==> src/rtl/vga_text_ctrl_pkg.sv <==
// Shared constants and types for the VGA text-mode controller.
//   - 640x480@60 timing defaults, text grid and cell geometry
//   - attribute bit index, cursor underline start row
//   - ctl_t: control bits that travel down the pixel pipeline
//   - cell_addr(): character buffer address from scan counters
package vga_text_ctrl_pkg;

  localparam int unsigned H_ACTIVE_DEF  = 640;
  localparam int unsigned H_FP_DEF      = 16;
  localparam int unsigned H_SYNC_DEF    = 96;
  localparam int unsigned H_BP_DEF      = 48;
  localparam int unsigned V_ACTIVE_DEF  = 480;
  localparam int unsigned V_FP_DEF      = 10;
  localparam int unsigned V_SYNC_DEF    = 2;
  localparam int unsigned V_BP_DEF      = 33;
  localparam logic        SYNC_POL_DEF  = 1'b0;
  localparam int unsigned BLINK_BIT_DEF = 4;

  localparam int unsigned CELL_W      = 8;
  localparam int unsigned CELL_H      = 16;
  localparam int unsigned COLS        = 80;
  localparam int unsigned ROWS        = 30;
  localparam int unsigned ATTR_INV    = 7;   // char_data bit selecting inverse video
  localparam int unsigned CURSOR_ROW0 = 14;  // cursor underline occupies scanlines 14..15

  typedef struct packed {
    logic hs;
    logic vs;
    logic de;
    logic fs;   // this pixel is (0,0)
    logic cur;  // cursor underline pixel, already gated by blink
  } ctl_t;

  // row*80 + col as row*64 + row*16 + col; no multiplier needed.
  function automatic logic [11:0] cell_addr(input logic [9:0] h, input logic [9:0] v);
    logic [11:0] row;
    row = {6'd0, v[9:4]};
    return (row << 6) + (row << 4) + {5'd0, h[9:3]};
  endfunction

endpackage

==> src/rtl/vga_text_ctrl_timing.sv <==
// vga_timing_gen: horizontal/vertical scan counters with raw (unpipelined)
// sync and display-enable, plus next-count values and the frame wrap strobe.
//   clk, rst_n   pixel clock, async active-low reset
//   h_cnt/v_cnt  current scan position
//   h_nxt/v_nxt  position the counters load on the next edge
//   hs/vs/de     raw sync (SYNC_POL = active level) and active-video flag
//   frame_end    last pixel of the last line; counters wrap on the next edge
module vga_timing_gen
  import vga_text_ctrl_pkg::*;
#(
  parameter int unsigned H_ACTIVE = H_ACTIVE_DEF,
  parameter int unsigned H_FP     = H_FP_DEF,
  parameter int unsigned H_SYNC   = H_SYNC_DEF,
  parameter int unsigned H_BP     = H_BP_DEF,
  parameter int unsigned V_ACTIVE = V_ACTIVE_DEF,
  parameter int unsigned V_FP     = V_FP_DEF,
  parameter int unsigned V_SYNC   = V_SYNC_DEF,
  parameter int unsigned V_BP     = V_BP_DEF,
  parameter logic        SYNC_POL = SYNC_POL_DEF
) (
  input  logic       clk,
  input  logic       rst_n,
  output logic [9:0] h_cnt,
  output logic [9:0] v_cnt,
  output logic [9:0] h_nxt,
  output logic [9:0] v_nxt,
  output logic       hs,
  output logic       vs,
  output logic       de,
  output logic       frame_end
);

  localparam logic [9:0] H_LAST   = 10'(H_ACTIVE + H_FP + H_SYNC + H_BP - 1);
  localparam logic [9:0] V_LAST   = 10'(V_ACTIVE + V_FP + V_SYNC + V_BP - 1);
  localparam logic [9:0] HS_START = 10'(H_ACTIVE + H_FP);
  localparam logic [9:0] HS_END   = 10'(H_ACTIVE + H_FP + H_SYNC);
  localparam logic [9:0] VS_START = 10'(V_ACTIVE + V_FP);
  localparam logic [9:0] VS_END   = 10'(V_ACTIVE + V_FP + V_SYNC);

  logic line_end;

  assign line_end  = (h_cnt == H_LAST);
  assign frame_end = line_end && (v_cnt == V_LAST);

  always_comb begin
    h_nxt = line_end ? '0 : h_cnt + 10'd1;
    v_nxt = v_cnt;
    if (line_end) v_nxt = frame_end ? '0 : v_cnt + 10'd1;
  end

  always_ff @(posedge clk or negedge rst_n) begin
    if (!rst_n) begin
      h_cnt <= '0;
      v_cnt <= '0;
    end else begin
      h_cnt <= h_nxt;
      v_cnt <= v_nxt;
    end
  end

  assign hs = ((h_cnt >= HS_START) && (h_cnt < HS_END)) ? SYNC_POL : ~SYNC_POL;
  assign vs = ((v_cnt >= VS_START) && (v_cnt < VS_END)) ? SYNC_POL : ~SYNC_POL;
  assign de = (h_cnt < 10'(H_ACTIVE)) && (v_cnt < 10'(V_ACTIVE));

endmodule

==> src/rtl/vga_text_ctrl.sv <==
// vga_text_ctrl: 80x30 text-mode scan controller with 8x16 cells.
//   clk, rst_n       pixel clock, async active-low reset
//   char_addr/data   character buffer (1-clk sync read); data[7] = inverse video
//   font_*           glyph ROM lookup (ascii/row/col); font_pixel returns 1 clk later
//   cursor_en/x/y    cursor, latched once per frame at the vertical wrap
//   vga_hs/vs/de     sync and active video, aligned with vga_pixel
//   vga_pixel        mono pixel, 0 outside active video
//   frame_start      1-clk pulse with pixel (0,0) at the outputs
// Pipeline: counters -> (buffer read) -> (glyph read) -> output regs, 3 clk total.
module vga_text_ctrl
  import vga_text_ctrl_pkg::*;
#(
  parameter int unsigned H_ACTIVE  = H_ACTIVE_DEF,
  parameter int unsigned H_FP      = H_FP_DEF,
  parameter int unsigned H_SYNC    = H_SYNC_DEF,
  parameter int unsigned H_BP      = H_BP_DEF,
  parameter int unsigned V_ACTIVE  = V_ACTIVE_DEF,
  parameter int unsigned V_FP      = V_FP_DEF,
  parameter int unsigned V_SYNC    = V_SYNC_DEF,
  parameter int unsigned V_BP      = V_BP_DEF,
  parameter logic        SYNC_POL  = SYNC_POL_DEF,
  parameter int unsigned BLINK_BIT = BLINK_BIT_DEF
) (
  input  logic        clk,
  input  logic        rst_n,
  output logic [11:0] char_addr,
  input  logic [7:0]  char_data,
  output logic [6:0]  font_ascii,
  output logic [3:0]  font_row,
  output logic [2:0]  font_col,
  input  logic        font_pixel,
  input  logic        cursor_en,
  input  logic [6:0]  cursor_x,
  input  logic [4:0]  cursor_y,
  output logic        vga_hs,
  output logic        vga_vs,
  output logic        vga_de,
  output logic        vga_pixel,
  output logic        frame_start
);

  localparam ctl_t CTL_IDLE = '{hs: ~SYNC_POL, vs: ~SYNC_POL, de: 1'b0, fs: 1'b0, cur: 1'b0};

  logic [9:0] h_cnt, v_cnt, h_nxt, v_nxt;
  logic       raw_hs, raw_vs, raw_de, frame_end;

  vga_timing_gen #(
    .H_ACTIVE (H_ACTIVE),
    .H_FP     (H_FP),
    .H_SYNC   (H_SYNC),
    .H_BP     (H_BP),
    .V_ACTIVE (V_ACTIVE),
    .V_FP     (V_FP),
    .V_SYNC   (V_SYNC),
    .V_BP     (V_BP),
    .SYNC_POL (SYNC_POL)
  ) u_timing (
    .clk       (clk),
    .rst_n     (rst_n),
    .h_cnt     (h_cnt),
    .v_cnt     (v_cnt),
    .h_nxt     (h_nxt),
    .v_nxt     (v_nxt),
    .hs        (raw_hs),
    .vs        (raw_vs),
    .de        (raw_de),
    .frame_end (frame_end)
  );

  // Frame counter and per-frame cursor shadow.
  logic [7:0] frame_cnt;
  logic       sh_en;
  logic [6:0] sh_x;
  logic [4:0] sh_y;

  always_ff @(posedge clk or negedge rst_n) begin
    if (!rst_n) begin
      frame_cnt <= '0;
      sh_en     <= 1'b0;
      sh_x      <= '0;
      sh_y      <= '0;
    end else if (frame_end) begin
      frame_cnt <= frame_cnt + 8'd1;
      sh_en     <= cursor_en;
      sh_x      <= cursor_x;
      sh_y      <= cursor_y;
    end
  end

  // Address is built from the next counter values so it is valid in the
  // same cycle as the counters it describes; the buffer's 1-clk read then
  // lines up with stage 1.
  always_ff @(posedge clk or negedge rst_n) begin
    if (!rst_n) char_addr <= '0;
    else        char_addr <= cell_addr(h_nxt, v_nxt);
  end

  // Stage 0 control bits.
  ctl_t s0, s1, s2;
  logic hit;

  always_comb begin
    hit = sh_en && (sh_x < 7'(COLS)) && (sh_y < 5'(ROWS)) &&
          (h_cnt[9:3] == sh_x) && (v_cnt[9:4] == {1'b0, sh_y});
    s0     = CTL_IDLE;
    s0.hs  = raw_hs;
    s0.vs  = raw_vs;
    s0.de  = raw_de;
    s0.fs  = (h_cnt == '0) && (v_cnt == '0);
    s0.cur = hit && (v_cnt[3:0] >= 4'(CURSOR_ROW0)) && frame_cnt[BLINK_BIT];
  end

  // Stage 1: character data arrives; glyph coordinates are registered.
  logic s1_run;
  logic s2_inv;

  always_ff @(posedge clk or negedge rst_n) begin
    if (!rst_n) begin
      s1       <= CTL_IDLE;
      s1_run   <= 1'b0;
      font_row <= '0;
      font_col <= '0;
    end else begin
      s1       <= s0;
      s1_run   <= 1'b1;
      font_row <= v_cnt[3:0];
      font_col <= h_cnt[2:0];
    end
  end

  // The buffer output is unregistered here; hold the lookup at 0 until the
  // first read after reset has landed.
  assign font_ascii = s1_run ? char_data[6:0] : '0;

  // Stage 2: glyph pixel arrives.
  always_ff @(posedge clk or negedge rst_n) begin
    if (!rst_n) begin
      s2     <= CTL_IDLE;
      s2_inv <= 1'b0;
    end else begin
      s2     <= s1;
      s2_inv <= char_data[ATTR_INV];
    end
  end

  // Stage 3: registered outputs.
  always_ff @(posedge clk or negedge rst_n) begin
    if (!rst_n) begin
      vga_hs      <= ~SYNC_POL;
      vga_vs      <= ~SYNC_POL;
      vga_de      <= 1'b0;
      vga_pixel   <= 1'b0;
      frame_start <= 1'b0;
    end else begin
      vga_hs      <= s2.hs;
      vga_vs      <= s2.vs;
      vga_de      <= s2.de;
      vga_pixel   <= s2.de & (font_pixel ^ s2_inv ^ s2.cur);
      frame_start <= s2.fs;
    end
  end

endmodule
==> config.mk <==
export PLATFORM = sky130hd
export DESIGN_NAME = vga_text_ctrl
export DESIGN_NICKNAME = d
export VERILOG_FILES = /design/src/rtl/vga_text_ctrl_pkg.sv /design/src/rtl/vga_text_ctrl_timing.sv /design/src/rtl/vga_text_ctrl.sv
export SDC_FILE = /design/constraint.sdc
export NUM_CORES = 1
export LEC_CHECK = 0
export ABC_AREA = 1
export BUFFER_PORTS_ARGS = -buffer_cell sky130_fd_sc_hd__buf_2
export CAP_MARGIN = 0
export CORE_MARGIN = 4
export CORE_UTILIZATION = 51
export DETAILED_ROUTE_END_ITERATION = 10
export PLACE_DENSITY = 0.83
export SETUP_SLACK_MARGIN = 0.3
export SYNTH_ARGS = -nofsm -noshare
export SYNTH_HDL_FRONTEND = slang
export SYNTH_SLANG_ARGS = --single-unit
==> constraint.sdc <==
create_clock -name clk -period 2.7 [get_ports clk]
set_input_delay 0.135 -clock clk [delete_from_list [all_inputs] [get_ports clk]]
set_output_delay 0.135 -clock clk [all_outputs]
set_load 0.01 [all_outputs]
==> reports/results.tsv, run 1 <==
metric	value	unit
h-tree-depth	3	
drv_slew	0	
gr-total-overflow	0	
crit_top_cell	nand2_1	
post-route-period-util	103	%
fin_tns_setup	-0.135	ns
route.met2.wl	3800	um
final_layout_size_suffix_gt1_share	31.8	%
cp-end-kind	flip-flop	
num_vias	2823	
drc_errors	0	
fp.dieH	90.1	um
grt_pass1_wl	13800	um
tightest_slew	0.535	ns
ys_seq_elements	70	
placed_area	0.00404	sq mm
layout.nets	525	
hp-class	input pin to flip-flop	
grt_antenna_before_repair	0	
avgSynthCellArea	9.16	sq um
wirelength	7920	um
period_needed	2.78	ns
cts_tree	yes	
clockBufferDepth	2	
dp_hpwl	5860	um
rsz0062_at_grt	true	
pre_cts_slack	-0.101	ns
grt_max_degree	26	
fin_area	0.00453	sq mm
rows	29	
fmax	360	MHz
wl_per_cell	14.0	um
cp_cell_sequence	buf_6, nand4_1, nor2_2, inv_1, o21bai_1, nand2_1, nor2_2, inv_2, fa_1, inv_2, fa_2, nor3b_1, nor2_1, inv_1, nand2_1, nand2_1	
die_w	90.1	um
fin_skew	0.0154	ns
drtAntennaViolNets	0	
drtPass1Iterations	4	
maxCapViolations	0	
grt_usage	21.2	%
leakage	0.00249	uW
setup_ws	-0.0764	ns
path_clk_slew	0.08	ns
numClockSinks	70	
viasPerCell	5.01	
power_density	440	mW/mm^2
synth_cells	375	
grt_pass1_vias	2958	
core_area	0.00646	sq mm
cpPeakStageDelay	0.52	ns
fillers	492	
worst_path_max_delay_cell	fa_1	
critPathArrivalTime	3.01	ns
ys_warn_count	0	
initial_core_util	53.2	%
setup_violations	4	
ys_async_sr_fraction	100	%
syn-num-nets	418	
place_congestion	0.886	
syn2layout_area_growth	31.8	%
violations	setup timing	
cts_made_buffers	9	
synthFlopType	dfrtp_1	
syn_area	0.00344	sq mm
met1Wirelength	3610	um
drt_first_iter_violations	137	
status	finished, violations left	
power	1990	uW
cp.required	2.93	ns
synth.distinct_cells	38	
die_area	0.00811	sq mm
timing.slew.headroom	64.3	%
io_pins	55	
cts-root-buf	clkbuf_8	
cp-start-kind	flip-flop	
wl_met3	401	um
vdd_drop_max	0.000282	V
ys_seq_area_share	51.2	%
insertedDiodeCount	0	
numPortBuffers	54	
hold_viol	0	
crit_type	flip-flop to flip-flop	
synth_edf_count	0	
fin_hold_ws	0.0293	ns
clk_latency	0.35	ns
cp_max_fo	2	
top_layer	met4	
[cells by family after synthesis]
group / after synthesis / share of synthesized area (%)
AND/OR/NAND/NOR: 173 / 23.1
XOR/XNOR: 18 / 4.81
buffers and inverters: 66 / 8.52
AO/OA/AOI/OAI: 28 / 4.95
flip-flops: 70 / 51.2
other: 1 / 0.109
adder cells (fa/ha/maj): 19 / 7.36
[where the power goes]
part           switching (uW)  internal (uW)
Sequential               3.06           1050
Combinational            39.4           34.7
Clock                     425            437
[synth_stat cells, types with 3 or more instances]
library cell | number | area (sq um)
xnor2_1 | 4 | 35.0
xor2_1 | 13 | 114
inv_1 | 56 | 210
nor4_1 | 3 | 18.8
nand2_1 | 94 | 353
nand4_1 | 10 | 62.6
a21oi_1 | 7 | 35.0
dfstp_2 | 6 | 158
buf_6 | 4 | 45.0
nor3_1 | 3 | 15.0
dfrtp_1 | 64 | 1600
ha_1 | 17 | 213
buf_4 | 4 | 30.0
nand3_1 | 20 | 100
nor2_1 | 28 | 105
o21ai_0 | 8 | 40.0
nor3_2 | 3 | 30.0
[sequential cells by signal (all words and copies together), names as in the netlist]
register	flops
font_row	4
vga_hs	1
frame_cnt	5
vga_vs	1
char_addr	8
vga_pixel	1
sh_en	1
u_timing.h_cnt	10
sh_y	5
font_col	3
sh_x	7
u_timing.v_cnt	10
frame_start	1
s1	5
s2	5
s2_inv	1
s1_run	1
vga_de	1
[critical path: cells and delay by family, from the launching register on]
kind | cells | cell delay [ns]
DFF | 1 | 0.40
buffers and inverters | 5 | 0.35
and+or+nand+nor | 8 | 0.92
adders and majority gates | 2 | 0.87
AOI/OAI and AO/OA | 1 | 0.11
[worst paths after layout]
| kind | cells past startpoint | slack [ns] | start | endpoint |
|---|---|---|---|---|
| setup reg to reg | 16 | -0.08 | u_timing.h_cnt[0]$_DFF_PN0_ | char_addr[11]$_DFF_PN0_ |
| max in group asynchronous | 3 | 1.66 | rst_n | s2[3]$_DFF_PN1_ |
| hold reg to reg | 0 | 0.35 | s1[2]$_DFF_PN0_ | s2[2]$_DFF_PN0_ |
| hold / removal | 3 | 0.03 | cursor_y[2] | sh_y[2]$_DFFE_PN0P_ |
| setup / recovery | 16 | -0.08 | u_timing.h_cnt[0]$_DFF_PN0_ | char_addr[11]$_DFF_PN0_ |
| min in group asynchronous | 2 | 0.30 | rst_n | font_col[1]$_DFF_PN0_ |
[cell type report]
cell class | instances | area (sq um) | area share, %
inverter | 58 | 218 | 4.81
tap | 77 | 96.3 | 2.13
timing repair buffer | 104 | 687 | 15.2
clock inverter | 7 | 81.3 | 1.80
sequential | 70 | 1760 | 38.8
multi-input combinational | 239 | 1560 | 34.5
clock buffer | 9 | 124 | 2.73
[per-stage QoR]
step | util [%] | instances
5_1_grt | 70.1 | 564
3_3_place_gp | 62.5 | 531
3_5_place_dp | 62.5 | 531
6_report | 70.1 | 564
2_1_floorplan | - | 375
4_1_cts | 68.7 | 562
[timing repair]
action                                  4_1_cts  5_1_grt
resized for setup                             9       18
pin swaps                                     0       15
buffers inserted                              3        2
endpoints found under the hold margin        31        0
endpoints found under the setup margin        6        6
hold buffers                                 12        0
[routing by layer]
| layer | vias up | track usage [%] |
|---|---|---|
| li1 | 1397 | - |
| met1 | 1335 | 27.3 |
| met2 | 76 | 34.4 |
| met3 | 15 | 6.09 |
| met4 | 0 | 7.14 |
| met5 | - | 0 |
[layout by cell type (no fill, tap or decap), types with 2 or more instances in the layout]
cell           instances
a21oi_1                6
buf_2                 54
buf_4                 35
buf_6                  3
clkbuf_8               9
clkinv_4               3
dfrtp_1               64
dfstp_2                6
dlygate4sd3_1         12
ha_1                   9
ha_4                   7
inv_1                 52
inv_2                  6
inv_6                  2
nand2_1               92
nand2_2                3
nand2_4                2
nand3_1               17
nand3_2                4
nand4_1               10
nor2_1                24
nor2_2                 6
nor3_1                 3
nor3_4                 3
nor4_1                 3
o2111ai_1              2
o211ai_1               2
o21ai_0                7
o21bai_1               2
o22ai_1                2
xnor2_1                4
xor2_1                12
Note: power is estimated with default switching activity, not from simulation.
==> inputs of run 2 (changes only) <==
--- a/config.mk
+++ b/config.mk
@@ -8,7 +8,8 @@
 export ABC_AREA = 1
 export BUFFER_PORTS_ARGS = -buffer_cell sky130_fd_sc_hd__buf_2
 export CAP_MARGIN = 0
-export CORE_MARGIN = 4
+export CORE_ASPECT_RATIO = 0.7
+export CORE_MARGIN = 2
 export CORE_UTILIZATION = 51
 export DETAILED_ROUTE_END_ITERATION = 10
 export PLACE_DENSITY = 0.83
==> constraint.sdc (replaced) <==
create_clock -name clk -period 2.7 [get_ports clk]
set_input_delay 0.27 -clock clk [delete_from_list [all_inputs] [get_ports clk]]
set_output_delay 0.27 -clock clk [all_outputs]
set_load 0.01 [all_outputs]
==> reports/results.tsv, run 2 (synthesis results as in run 1) <==
metric	value	unit	change
grt_pass1_vias	2792		was 2958
critPathArrivalTime	3.16	ns	was 3.01 ns
die_area	0.00742	sq mm	was 0.00811 sq mm
dp_hpwl	6270	um	was 5860 um
syn2layout_area_growth	27.2	%	was 31.8%
num_vias	2887		was 2823
cpPeakStageDelay	0.55	ns	was 0.52 ns
power	2090	uW	was 1990 uW
drtPass1Iterations	5		was 4
grt_max_degree	31		was 26
drtAntennaViolNets	0		unchanged
final_common_cell	nand2_1		unchanged
insertedDiodeCount	0		unchanged
cp-start-kind	flip-flop		unchanged
grt_usage	24.5	%	was 21.2%
hp-class	input pin to flip-flop		unchanged
numPortBuffers	54		unchanged
crit_top_cell	buf_4		was nand2_1
power_density	479	mW/mm^2	was 440 mW/mm^2
rows	24		was 29
fmax	344	MHz	was 360 MHz
worst_path_max_delay_cell	fa_1		unchanged
status	finished, violations left		unchanged
drv_slew	0		unchanged
cp_cell_sequence	buf_4, nand4_1, nor2_2, inv_1, o21bai_1, nand2_1, nor2_2, inv_1, fa_1, inv_2, fa_2, buf_4, buf_6, buf_4, xor2_1		was buf_6, nand4_1, nor2_2, inv_1, o21bai_1, nand2_1, nor2_2, inv_2, fa_1, inv_2, fa_2, nor3b_1, nor2_1, inv_1, nand2_1, nand2_1
clockBufferDepth	2		unchanged
hold_viol	0		unchanged
wirelength	8180	um	was 7920 um
layout.nets	514		was 525
clk_latency	0.36	ns	was 0.35 ns
grt_antenna_before_repair	0		unchanged
io_pins	55		unchanged
pre_cts_slack	-0.127	ns	was -0.101 ns
wl_per_cell	14.4	um	was 14.0 um
numClockSinks	70		unchanged
crit_buf_inv	7		was 5
utilization	68.7	%	was 70.1%
gr-total-overflow	0		unchanged
setup_ws	-0.208	ns	was -0.0764 ns
maxCapViolations	0		unchanged
initial_core_util	54.0	%	was 53.2%
period_needed	2.91	ns	was 2.78 ns
fp.dieH	72.7	um	was 90.1 um
cts-root-buf	clkbuf_8		unchanged
grtUsageMet3	9.29	%	was 6.09%
ff_latch_area	0.00176	sq mm	unchanged
core_area	0.00637	sq mm	was 0.00646 sq mm
setup_violations	5		was 4
vdd_drop_max	0.000277	V	was 0.000282 V
place_congestion	0.974		was 0.886
grt_pass1_wl	13200	um	was 13800 um
cts_made_buffers	9		unchanged
final_layout_size_suffix_gt1_share	30.7	%	was 31.8%
cp-end-kind	flip-flop		unchanged
h-tree-depth	3		unchanged
use_met1	32.0	%	was 27.3%
drc_errors	0		unchanged
rsz0062_at_grt	true		unchanged
crit_type	flip-flop to flip-flop		unchanged
die_w	102	um	was 90.1 um
leakage	0.00243	uW	was 0.00249 uW
cts_tree	yes		unchanged
top_usage_layer	met2		unchanged
fillers	514		was 492
fin_hold_ws	0.104	ns	was 0.0293 ns
cp.required	2.96	ns	was 2.93 ns
multi_input_area	0.00147	sq mm	was 0.00156 sq mm
crit_family	adder cells		was simple AND/OR/NAND/NOR gates
drt_first_iter_violations	219		was 137
layout_common_cells	nand2_1, dfrtp_1, inv_1, buf_2, buf_4		was nand2_1, dfrtp_1, buf_2, inv_1, buf_4
viasPerCell	5.09		was 5.01
path_clk_slew	0.08	ns	about the same
violations	setup timing		unchanged
post-route-period-util	108	%	was 103%
fin_skew	0.00629	ns	was 0.0154 ns
met2_usage	38.0	%	was 34.4%
cp_max_fo	5		was 2
largest_registers	u_timing.h_cnt x10, u_timing.v_cnt x10, char_addr x8		unchanged
==> run 2: cell types whose count changed in the layout (fill, tap and decap cells not counted), sizes merged <==
cell | previous run | this run
buf | 92 | 91
bufinv | 1 | 2
dlygate4sd3 | 12 | 2
clkinvlp | 1 | 0
==> run 2: layout make-up <==
class | instances | share of cell area (%)
clock inverters | 7 | 2.43
clock buffers | 9 | 2.83
inverters | 58 | 4.98
flip-flops and latches | 70 | 40.3
well taps | 91 | 2.61
multi-input cells | 239 | 33.7
repair buffers | 93 | 13.2
==> run 2: worst reg2reg max path, cell delays in order (launching register included) <==
cell and delay (ns):
dfrtp_1 0.36, buf_4 0.14, nand4_1 0.15, nor2_2 0.17, inv_1 0.07, o21bai_1 0.12
nand2_1 0.08, nor2_2 0.12, inv_1 0.09, fa_1 0.56, inv_2 0.06, fa_2 0.41
buf_4 0.15, buf_6 0.10, buf_4 0.12, xor2_1 0.13
==> run 2: worst paths after layout <==
| path | from | end | slack [ns] | cells past startpoint |
|---|---|---|---|---|
| setup / recovery | u_timing.h_cnt[0]$_DFF_PN0_ | char_addr[7]$_DFF_PN0_ | -0.21 | 15 |
| hold / removal | cursor_x[0] | sh_x[0]$_DFFE_PN0P_ | 0.10 | 3 |
| setup reg to reg | u_timing.h_cnt[0]$_DFF_PN0_ | char_addr[7]$_DFF_PN0_ | -0.21 | 15 |
| hold reg to reg | s1[2]$_DFF_PN0_ | s2[2]$_DFF_PN0_ | 0.35 | 0 |
| max in group asynchronous | rst_n | s1[4]$_DFF_PN1_ | 1.56 | 3 |
| min in group asynchronous | rst_n | vga_pixel$_DFF_PN0_ | 0.37 | 2 |
==> run 2: power breakdown <==
part	total (uW)	leakage, uW	switching [uW]	internal [uW]
clock network	973	0.000116	440	534
registers	1060	0.000862	3.14	1050
logic	63.2	0.00145	37.9	25.3
total	2090	0.00243	481	1610
==> run 2: through the flow <==
stage | cell area [sq um] | instances | setup TNS, ns
after floorplan | 3500 | 375 | 0
after global placement | 4030 | 542 | 0
after detailed placement | 4030 | 542 | -0.252
after CTS | 4320 | 564 | -0.282
after global routing | 4370 | 567 | -1.35
final | 4370 | 567 | -0.561
==> run 2: what timing repair did <==
action | in CTS | in global routing
hold buffers | 2 | 0
setup endpoints to repair | 6 | 6
resized for setup | 4 | 9
pin swaps | 6 | 10
hold endpoints to repair | 15 | 0
cloned | 0 | 0
buffers inserted | 4 | 3
==> run 2: layer usage <==
layer,vias to the layer above,routed length (um)
met5,-,0
met4,0,121
met3,16,758
met2,127,3710
met1,1365,3600
li1,1379,-
